**config.mk**
```make
export PLATFORM = sky130hd
export DESIGN_NAME = div_iter_unit
export DESIGN_NICKNAME = d
export VERILOG_FILES = /design/src/rtl/div_iter_unit_pkg.sv /design/src/rtl/div_iter_unit_sign_fix.sv /design/src/rtl/div_iter_unit.sv
export SDC_FILE = /design/constraint.sdc
export NUM_CORES = 1
export LEC_CHECK = 0
export BUFFER_PORTS_ARGS = -buffer_cell sky130_fd_sc_hd__buf_2
export CAP_MARGIN = 20
export CORE_MARGIN = 2
export CORE_UTILIZATION = 65
export DETAILED_ROUTE_END_ITERATION = 6
export PLACE_DENSITY_LB_ADDON = 0.1
export SETUP_SLACK_MARGIN = 0.5
export SYNTH_ARGS = -nofsm -noshare
export SYNTH_HDL_FRONTEND = slang
export SYNTH_SLANG_ARGS = --single-unit
```
**constraint.sdc**
```tcl
create_clock -name clk -period 6.96 [get_ports clk]
set_clock_uncertainty 0.2 [all_clocks]
set_input_delay 1.044 -clock clk [delete_from_list [all_inputs] [get_ports clk]]
set_output_delay 1.044 -clock clk [all_outputs]
set_load 0.005 [all_outputs]
```
**src/rtl/div_iter_unit_pkg.sv**
```systemverilog
// -----------------------------------------------------------------------------
// div_defs
//   Shared definitions for the iterative divider slice.
//   - DIV_WIDTH       : default operand width of div_iter_unit.
//   - DIV_IDLE/ZERO/ON/END : 2-bit FSM state encodings.
//   - QUOT_LO / REM_HI: bit positions of the quotient LSB and the remainder
//                       MSB inside the packed {remainder, quotient} result
//                       (REM_HI assumes the default width).
// -----------------------------------------------------------------------------
package div_defs;

  localparam int DIV_WIDTH = 32;

  localparam logic [1:0] DIV_IDLE = 2'b00;
  localparam logic [1:0] DIV_ZERO = 2'b01;
  localparam logic [1:0] DIV_ON   = 2'b10;
  localparam logic [1:0] DIV_END  = 2'b11;

  localparam int QUOT_LO = 0;
  localparam int REM_HI  = 2 * DIV_WIDTH - 1;

endpackage

```
**src/rtl/div_iter_unit_sign_fix.sv**
```systemverilog
// -----------------------------------------------------------------------------
// div_sign_fix
//   Conditional two's-complement negate. Used both to take operand magnitudes
//   and to restore the sign of the quotient and remainder.
//   Ports:
//     neg  : 1 = output the negation of din, 0 = pass din through
//     din  : WIDTH-bit input value
//     dout : WIDTH-bit result (wraps, so the most negative value maps to itself)
// -----------------------------------------------------------------------------
module div_sign_fix #(
  parameter int WIDTH = 32
) (
  input  logic             neg,
  input  logic [WIDTH-1:0] din,
  output logic [WIDTH-1:0] dout
);

  assign dout = neg ? (WIDTH'(0) - din) : din;

endmodule

```
**src/rtl/div_iter_unit.sv**
```systemverilog
// -----------------------------------------------------------------------------
// div_iter_unit
//   Multi-cycle radix-2 restoring divider for the EX stage (DIV / DIVU).
//   One quotient bit per cycle; holds the pipeline through stallreq_o until
//   the {remainder, quotient} result is ready.
//
//   Ports:
//     clk        : core clock, rising edge
//     rst        : asynchronous reset, active low
//     start_i    : divide requested; held until ready_o is seen
//     signed_i   : 1 = DIV (two's complement), 0 = DIVU
//     annul_i    : kill the in-flight operation (flush / exception)
//     opdata1_i  : dividend
//     opdata2_i  : divisor
//     result_o   : {remainder, quotient}, registered, held until next result
//     ready_o    : result_o valid this cycle (one cycle, registered)
//     stallreq_o : EX stall request to the pipeline controller
//
//   Build option:
//     DIV_EARLY_OUT_EN : when |dividend| < |divisor| skip the iterations;
//                        the result is identical, only latency changes.
// -----------------------------------------------------------------------------
module div_iter_unit
  import div_defs::*;
#(
  parameter int WIDTH = DIV_WIDTH
) (
  input  logic               clk,
  input  logic               rst,
  input  logic               start_i,
  input  logic               signed_i,
  input  logic               annul_i,
  input  logic [WIDTH-1:0]   opdata1_i,
  input  logic [WIDTH-1:0]   opdata2_i,
  output logic [2*WIDTH-1:0] result_o,
  output logic               ready_o,
  output logic               stallreq_o
);

  localparam int               CNT_W    = $clog2(WIDTH);
  localparam logic [CNT_W-1:0] CNT_LAST = CNT_W'(WIDTH - 1);
  localparam int               REM_LO   = QUOT_LO + WIDTH;

  logic [1:0]       state_q;
  logic [CNT_W-1:0] cnt_q;
  logic [WIDTH-1:0] rem_q;      // partial remainder
  logic [WIDTH-1:0] quot_q;     // dividend bits shifting out, quotient bits in
  logic [WIDTH-1:0] dvsr_q;     // divisor magnitude, frozen for the operation
  logic             neg_quot_q;
  logic             neg_rem_q;

  logic [WIDTH-1:0] abs_a;
  logic [WIDTH-1:0] abs_b;
  logic [WIDTH:0]   rem_sh;
  logic             take;
  logic [WIDTH-1:0] rem_next;
  logic [WIDTH-1:0] quot_next;
  logic [WIDTH-1:0] rem_sel;
  logic [WIDTH-1:0] quot_sel;
  logic [WIDTH-1:0] rem_fix;
  logic [WIDTH-1:0] quot_fix;

  // Operand magnitudes; DIVU operands pass through untouched.
  div_sign_fix #(.WIDTH(WIDTH)) u_abs_a (
    .neg  (signed_i & opdata1_i[WIDTH-1]),
    .din  (opdata1_i),
    .dout (abs_a)
  );

  div_sign_fix #(.WIDTH(WIDTH)) u_abs_b (
    .neg  (signed_i & opdata2_i[WIDTH-1]),
    .din  (opdata2_i),
    .dout (abs_b)
  );

  // One restoring step. The shifted remainder is WIDTH+1 bits so the compare
  // against the divisor cannot overflow; the difference always fits in WIDTH.
  // NOTE: every always_comb output gets a value on every path, so no latch.
  always_comb begin
    rem_sh    = {rem_q, quot_q[WIDTH-1]};
    take      = (rem_sh >= {1'b0, dvsr_q});
    rem_next  = take ? WIDTH'(rem_sh - {1'b0, dvsr_q}) : rem_sh[WIDTH-1:0];
    quot_next = {quot_q[WIDTH-2:0], take};
  end

  // The last iteration writes the result straight from the step logic; the
  // short paths (divide by zero, early out) load it from the registers.
  assign rem_sel  = (state_q == DIV_ON) ? rem_next  : rem_q;
  assign quot_sel = (state_q == DIV_ON) ? quot_next : quot_q;

  // Quotient is negative when operand signs differ; remainder follows dividend.
  div_sign_fix #(.WIDTH(WIDTH)) u_fix_quot (
    .neg  (neg_quot_q),
    .din  (quot_sel),
    .dout (quot_fix)
  );

  div_sign_fix #(.WIDTH(WIDTH)) u_fix_rem (
    .neg  (neg_rem_q),
    .din  (rem_sel),
    .dout (rem_fix)
  );

`ifdef DIV_EARLY_OUT_EN
  logic early_out;
  assign early_out = (abs_a < abs_b);
`endif

  // NOTE: sequential state uses non-blocking assignments only, so every
  // register sees the pre-edge values of the others.
  // NOTE: all of these are plain control/datapath registers (no memory
  // arrays), so each one is given a defined reset value.
  always_ff @(posedge clk or negedge rst) begin
    if (!rst) begin
      state_q    <= DIV_IDLE;
      cnt_q      <= '0;
      rem_q      <= '0;
      quot_q     <= '0;
      dvsr_q     <= '0;
      neg_quot_q <= 1'b0;
      neg_rem_q  <= 1'b0;
      result_o   <= '0;
      ready_o    <= 1'b0;
    end else begin
      ready_o <= 1'b0;
      if (annul_i) begin
        // Flush wins over everything; result_o keeps the last good value.
        state_q <= DIV_IDLE;
      end else begin
        case (state_q)
          DIV_IDLE: begin
            if (start_i) begin
              neg_quot_q <= signed_i & (opdata1_i[WIDTH-1] ^ opdata2_i[WIDTH-1]);
              neg_rem_q  <= signed_i & opdata1_i[WIDTH-1];
              if (opdata2_i == '0) begin
                // Zeros stay zero after sign correction, so the result is 0.
                rem_q   <= '0;
                quot_q  <= '0;
                state_q <= DIV_ZERO;
`ifdef DIV_EARLY_OUT_EN
              end else if (early_out) begin
                // Quotient 0, remainder is the dividend itself; reuses the
                // one-cycle load state so latency matches divide-by-zero.
                rem_q   <= abs_a;
                quot_q  <= '0;
                state_q <= DIV_ZERO;
`endif
              end else begin
                rem_q   <= '0;
                quot_q  <= abs_a;
                dvsr_q  <= abs_b;
                cnt_q   <= '0;
                state_q <= DIV_ON;
              end
            end
          end

          DIV_ON: begin
            rem_q  <= rem_next;
            quot_q <= quot_next;
            cnt_q  <= cnt_q + CNT_W'(1);
            if (cnt_q == CNT_LAST) begin
              result_o[REM_LO +: WIDTH]  <= rem_fix;
              result_o[QUOT_LO +: WIDTH] <= quot_fix;
              ready_o                    <= 1'b1;
              state_q                    <= DIV_END;
            end
          end

          DIV_ZERO: begin
            result_o[REM_LO +: WIDTH]  <= rem_fix;
            result_o[QUOT_LO +: WIDTH] <= quot_fix;
            ready_o                    <= 1'b1;
            state_q                    <= DIV_END;
          end

          DIV_END: begin
            state_q <= DIV_IDLE;
          end

          default: begin
            state_q <= DIV_IDLE;
          end
        endcase
      end
    end
  end

  assign stallreq_o = start_i & ~ready_o & ~annul_i;

endmodule

```
==> Yosys cells after proc, flatten, opt, wreduce, memory -nomap -nowiden <==
Cells that the tools add are included.
{ "word_totals": {"regBits": 170, "inputBits": 69, "output_inout_bits": 66, "word_cells": 69} }
{ "op_classes": {"add_sub_neg": 6, "order_cmp": 1, "n_eq_ne": 9, "muxes": 25, "bitwise_logic": 9, "n_reduce_logical": 10} }
{ "op_table": {"columns": ["op", "n"], "rows": [
  ["$mux W32", 10],
  ["$pmux W32 S2", 2],
  ["$pmux W64 S2", 1],
  ["$sub A1 B32 Y32 const A", 4],
  ["$mux W64", 1],
  ["$ge A33 B32 Y1", 1],
  ["$logic_not A32 Y1", 1],
  ["$sub A32 B32 Y32", 1],
  ["$mux W5", 2],
  ["$pmux W5 S2", 1],
  ["$reduce_and A3 Y1", 3],
  ["$mux W2", 4],
  ["$pmux W2 S4", 1],
  ["$reduce_and A4 Y1", 2],
  ["$add A5 B1 Y5 const B", 1],
  ["$and A1 B1 Y1", 5],
  ["$eq A5 B5 Y1 const B", 1],
  ["$eq A2 B2 Y1 const B", 2],
  ["$ne A2 B2 Y1 const B", 2],
  ["$reduce_bool A2 Y1", 2],
  ["$ne A3 B2 Y1 const B", 1],
  ["$ne A3 B3 Y1 const B", 1],
  ["$not A1 Y1", 3],
  ["$eq A2 B1 Y1 const B", 1],
  ["other kinds (6)", 7]
]} }

==> Depth between registers and ports, before layout <==
{ "logic_depth": {"depth_word": 7, "ltp_mapped": 22, "depth_no_buf": 19} }

==> Hierarchy <==
A second synthesis with hierarchy kept.
{ "unflattened": {"hier_cells": 1390, "area_unflattened_um2": 12689.7} }
{ "by_module_without_submodules": {"columns": ["mod", "instances", "cells_per_inst", "area_per_inst_um2", "seq_area_each_um2"], "rows": [
  ["div_iter_unit", 1, 958, 9621.7, 4254.1],
  ["div_sign_fix", 4, 108, 767.0, 0.0]
]} }

==> Least setup slack after synthesis <==
OpenSTA, ideal clock, no wires.
{ "synth_timing": {"path_kind": "register to register", "startpoint": "register rem_q[13]", "endpoint": "register result_o[50]", "setup_ns": 0.130, "arrival_ns": 3.971, "required_time_ns": 6.630, "slack_ns": 2.660, "path_stages_with_launch": 19, "path_buffers": 2, "period_less_slack_ns": 4.300, "path_cell_list": "dfrtp_1 -> ha_1 -> buf_2 -> nand4_2 -> nor3_2 -> a41oi_1 -> o311ai_2 -> buf_2 -> o21ai_0 -> o211ai_1 -> a21boi_0 -> ha_1 -> inv_1 -> nor2_1 -> nand3_1 -> or4_1 -> o21ai_1 -> xor2_1 -> o21ai_1"} }
{ "synth_via": {"elab_chain_len": 7, "elab_cells_between_ends": 8, "cone_classes": "2 x add/sub; 1 x order compare; 5 x mux"} }
{ "synth_rtl": {"columns": ["element", "line_no", "rtl"], "rows": [
  ["from (decl)", "div_iter_unit.sv:46", "logic [WIDTH-1:0] rem_q;"],
  ["from (signal assigned)", "div_iter_unit.sv:159", "rem_q <= rem_next;"],
  ["$sub A32 B32 Y32 or $ge A33 B32 Y1 (tied branches)", "div_iter_unit.sv:82, div_iter_unit.sv:81", null],
  ["$mux W32", "div_iter_unit.sv:82", "rem_next = take ? WIDTH'(rem_sh - {1'b0, dvsr_q}) : rem_sh[WIDTH-1:0];"],
  ["$mux W32 *", "div_iter_unit.sv:88", "assign rem_sel = (state_q == DIV_ON) ? rem_next : rem_q;"],
  ["$sub A1 B32 Y32", "div_iter_unit_sign_fix.sv:18", "assign dout = neg ? (WIDTH'(0) - din) : din;"],
  ["$mux W32 *", "div_iter_unit_sign_fix.sv:18", null],
  ["$mux W64", "div_iter_unit.sv:162", "if (cnt_q == CNT_LAST) begin"],
  ["$pmux W64 S2 *", "div_iter_unit.sv:130", "case (state_q)"],
  ["to (signal, indexed assignment)", "div_iter_unit.sv:163", "result_o[REM_LO +: WIDTH] <= rem_fix;"],
  ["to (signal, indexed assignment)", "div_iter_unit.sv:164", "result_o[QUOT_LO +: WIDTH] <= quot_fix;"],
  ["to (signal, indexed assignment)", "div_iter_unit.sv:171", "result_o[REM_LO +: WIDTH] <= rem_fix;"],
  ["to (decl)", "div_iter_unit.sv:35", "output logic [2*WIDTH-1:0] result_o,"]
]} }
Mark *: on every way between the ends. The rest lies on a longest branch, timed or not. The select of a mux whose other input is x is not followed.
A chain may end at the register's enable or synchronous reset.

==> Final worst setup path <==
{ "layout_timing": {"startpoint": "register rem_q[22]", "endpoint": "register result_o[50]"} }
{ "layout_via": {"elab_chain_len": 7} }
{ "layout_rtl": {"columns": ["element", "line_no", "rtl"], "rows": [
  ["$ge A33 B32 Y1 *", "div_iter_unit.sv:81", "take = (rem_sh >= {1'b0, dvsr_q});"],
  ["$mux W32 *", "div_iter_unit.sv:82", null],
  ["$mux W32 *", "div_iter_unit.sv:88", null],
  ["$sub A1 B32 Y32", "div_iter_unit_sign_fix.sv:18", null],
  ["$mux W32 *", "div_iter_unit_sign_fix.sv:18", null],
  ["$mux W64", "div_iter_unit.sv:162", null],
  ["$pmux W64 S2 *", "div_iter_unit.sv:130", null]
]} }
Marks and branches as above.

==> metrics.txt <==
CP arrival=around 5500 ps; Rows=between 50 and 60; Worst-Margin Slew=1035 ps; ys async rst share=100.0%; crit-path max FO=29; first-pass GRT wire length=59.50 mm; Setup violations, final=0; via count=between 10000 and 15000; predominant post-synthesis flop cell=dfrtp_1; adder-cell share of the synthesized area=4.109%; placer's final routability congestion estimate=between 0.9 and 1; clock power share=approximately an eighth; post-synthesis mux area share=2.228%; CTS Hold Buffers Added=0; Avg WL per Cell=18.62 µm; GRT met2 Usage=just under 50%; Syn Inst Count=between 1500 and 2000; Hold/Removal Path Class=reg -> reg; setup TNS after final layout=0 ps; die area=about 21000 µm²; XOR/XNOR Fraction of Synth Area=9.115%; Worst-Skew Late Latency=about 440 ps; largest net degree at the start of global routing=122; commonest cells after routing, fill and taps aside=nand2_1, o21ai_0, dfrtp_1; Worst setup SP type=register; clk root buf=clkbuf_16; DIE WIDTH=~150 µm; sw power=between 0.003 and 0.004 W; IO Count=135; Max Clk Rate=approximately 190 MHz; fin. max-slew vios=0; initial antenna violation count=0; Yosys cell types=88; TritonCTS sink count=170; dominant cell type by area after synthesis=dfrtp_1; Internal=0.003820 W; Avg Inst Size Synth=8.007 µm²; Bufs on Longest Clock Path=2; vias in the first global route=11209; drt initial violations=1383; delay-heaviest family, CP=compound AO/OA/AOI/OAI gates; Netlist Area Pre-Place=~13000 µm²; H-tree depth=4; Initial Util=66.43%; IO Port Bufs=134; crit path kind=reg -> reg; Power Total=0.007815 W; CTS tree=done; Die Ht=145.3 µm; sequential-to-total area share from yosys stat=between 30% and 40%; unrepaired setup endpoints after global routing=no; CP bufs+invs=1; Layout Nets=1801; Post-synth EDFFs=0; register share of total power=23.8%; crit path cell chain=ha_1 -> nand2_2 -> o21ai_0 -> a41oi_1 -> o311a_2 -> nand2_2 -> o211ai_1 -> a21boi_0 -> ha_1 -> inv_1 -> nor2_1 -> nand3_1 -> or4_1 -> o21ai_1 -> xor2_1 -> o21ai_1; CTS Buf Count=17; Synth area leaders=dfrtp_1, nand2_1, o21ai_0, xnor2_1, nor2_1; ant diodes=0; FF+latch count, synth=170; maxcap violations=0; area share of and/or/nand/nor cells after synthesis=20.96%; status=finished clean; post-route minimum period=5362 ps; layout cells sized above 1=14.09%; Synth Area in Compound Gates=25.72%; core area=between 15000 and 20000 µm²; largest family of logic cells by synthesized area=compound AO/OA/AOI/OAI gates; Final Hold Fails=0; Total Routing Usage GR=34.78%; GR Overflow Total=0; fin crit share=77.04%; Yosys top cell area share=32.80%; Post-DP HPWL=27.01 mm; Comb power frac=63.9%; Lkg Pwr=between 6 and 7 nW; First-pass DRT Iterations=6; vias per cell=6.308; DRT antenna net count=0; most common cell after layout, fill and taps aside=nand2_1; critical path endpoint category=register; Reg clk slew, reported paths=~70 ps; WL final=36.65 mm; post-cts resize count=0; Ys Warns=0; met3 usage in global routing=8.522%; switching portion of total power=51.12%; Post-Syn Nets=1731; WP data required=7040 ps; Crit-path slowest cell=or4_1; Post-CTS Setup Repair Bufs=0; Max IR drop VDD=0.2911 mV; met1 usage=54.07%; Most Crowded Layer GR=met1; CP peak stage delay=620 ps; Layout area overhead=10.31%; Worst slew margin=between 30% and 40%; DRC=0; power density over the cells=546.2 nW/µm²
## area by class of cell
class,instances,area [µm²]
Clock buffer,19,452.9
Fill cell,1570,5218
Sequential cell,170,4254
Timing Repair Buffer,148,802.0
Tap cell,265,331.6
Multi-Input combinational cell,1288,8089
Clock inverter,13,135.1
Inverter,65,244.0
## per-layer routing
layer | share of wire, % | vias up
met5 | 0 | -
met4 | 1.4 | 0
met3 | 12 | 51
met2 | 41 | 696
met1 | 46 | 5747
li1 | - | 5921
## stage by stage
| step | util, % | cell area, µm² | cells | hold WS, ps | setup WS (ps) |
|---|---|---|---|---|---|
| after floorplan | - | 12970 | 1620 | 256.3 | 2660 |
| after global placement | 70.05 | 13680 | 1933 | 255.6 | 1779 |
| after detailed placement | 70.05 | 13680 | 1933 | 264.4 | 1537 |
| after CTS | 73.06 | 14270 | 1965 | 279.5 | 1500 |
| after global routing | 73.28 | 14310 | 1968 | 290.2 | 1213 |
| final | 73.28 | 14310 | 1968 | 273.2 | 1598 |
## final timing paths
kind	startpoint	endpoint	slack, ps	depth (start not counted)
setup / recovery	rem_q[22]$_DFFE_PN0P_	result_o[50]$_DFFE_PN0P_	1600	16
hold / removal	result_o[34]$_DFFE_PN0P_	result_o[34]$_DFFE_PN0P_	270	2
setup reg to reg	rem_q[22]$_DFFE_PN0P_	result_o[50]$_DFFE_PN0P_	1600	16
hold reg to reg	result_o[34]$_DFFE_PN0P_	result_o[34]$_DFFE_PN0P_	270	2
max in group asynchronous	rst	quot_q[4]$_DFFE_PN0P_	4570	2
min in group asynchronous	rst	result_o[41]$_DFFE_PN0P_	500	1
## worst register-to-register path, stage by stage (launching register included)
cell	delay [ps]
dfrtp_1	440
ha_1	460
nand2_2	200
o21ai_0	150
a41oi_1	330
o311a_2	420
nand2_2	490
o211ai_1	540
a21boi_0	360
ha_1	200
inv_1	50
nor2_1	160
nand3_1	190
or4_1	620
o21ai_1	170
xor2_1	170
o21ai_1	70
## state kept, by name (all words and copies together), names as in the netlist
| register | cells |
|---|---|
| result_o | 64 |
| dvsr_q | 32 |
| quot_q | 32 |
| rem_q | 32 |
| cnt_q | 5 |
| state_q | 2 |
| neg_quot_q | 1 |
| neg_rem_q | 1 |
| ready_o | 1 |
## Yosys cell counts (13+ instances only)
master and count:
nor3_1 32, a21oi_1 101, or3_1 19, o31ai_1 19, o21a_1 16, nand2_1 235, buf_2 16, ha_1 41
mux2i_1 21, xnor2_1 79, a21o_1 13, inv_1 65, nand3_1 33, o21ai_0 174, nand2b_1 15, buf_1 14
nor2b_1 16, o21ai_1 24, xor2_1 56, or4_1 15, dfrtp_1 170, nor2_1 139, clkbuf_1 62, a221oi_1 27
## power groups by stage
stage	combinational, W	clock, W	sequential (W)
global placement	0.00476	0	0.00182
global route	0.00548	0.00102	0.00191
finish	0.00499	0.000966	0.00186
floorplan	0.00366	0	0.00171
detailed placement	0.00481	0	0.00185
CTS	0.00487	0.000974	0.00184
## cells by family (layout without fill, tap and decap cells)
| group | after synthesis | after routing |
|---|---|---|
| AOI/OAI and AO/OA | 512 | 512 |
| xor gates and xnor gates | 135 | 135 |
| adders and majority gates | 42 | 42 |
| buffers and inverters | 162 | 245 |
| DFF | 170 | 170 |
| muxes | 28 | 28 |
| and+or+nand+nor | 571 | 571 |
Power figures use the tool's default switching activity.
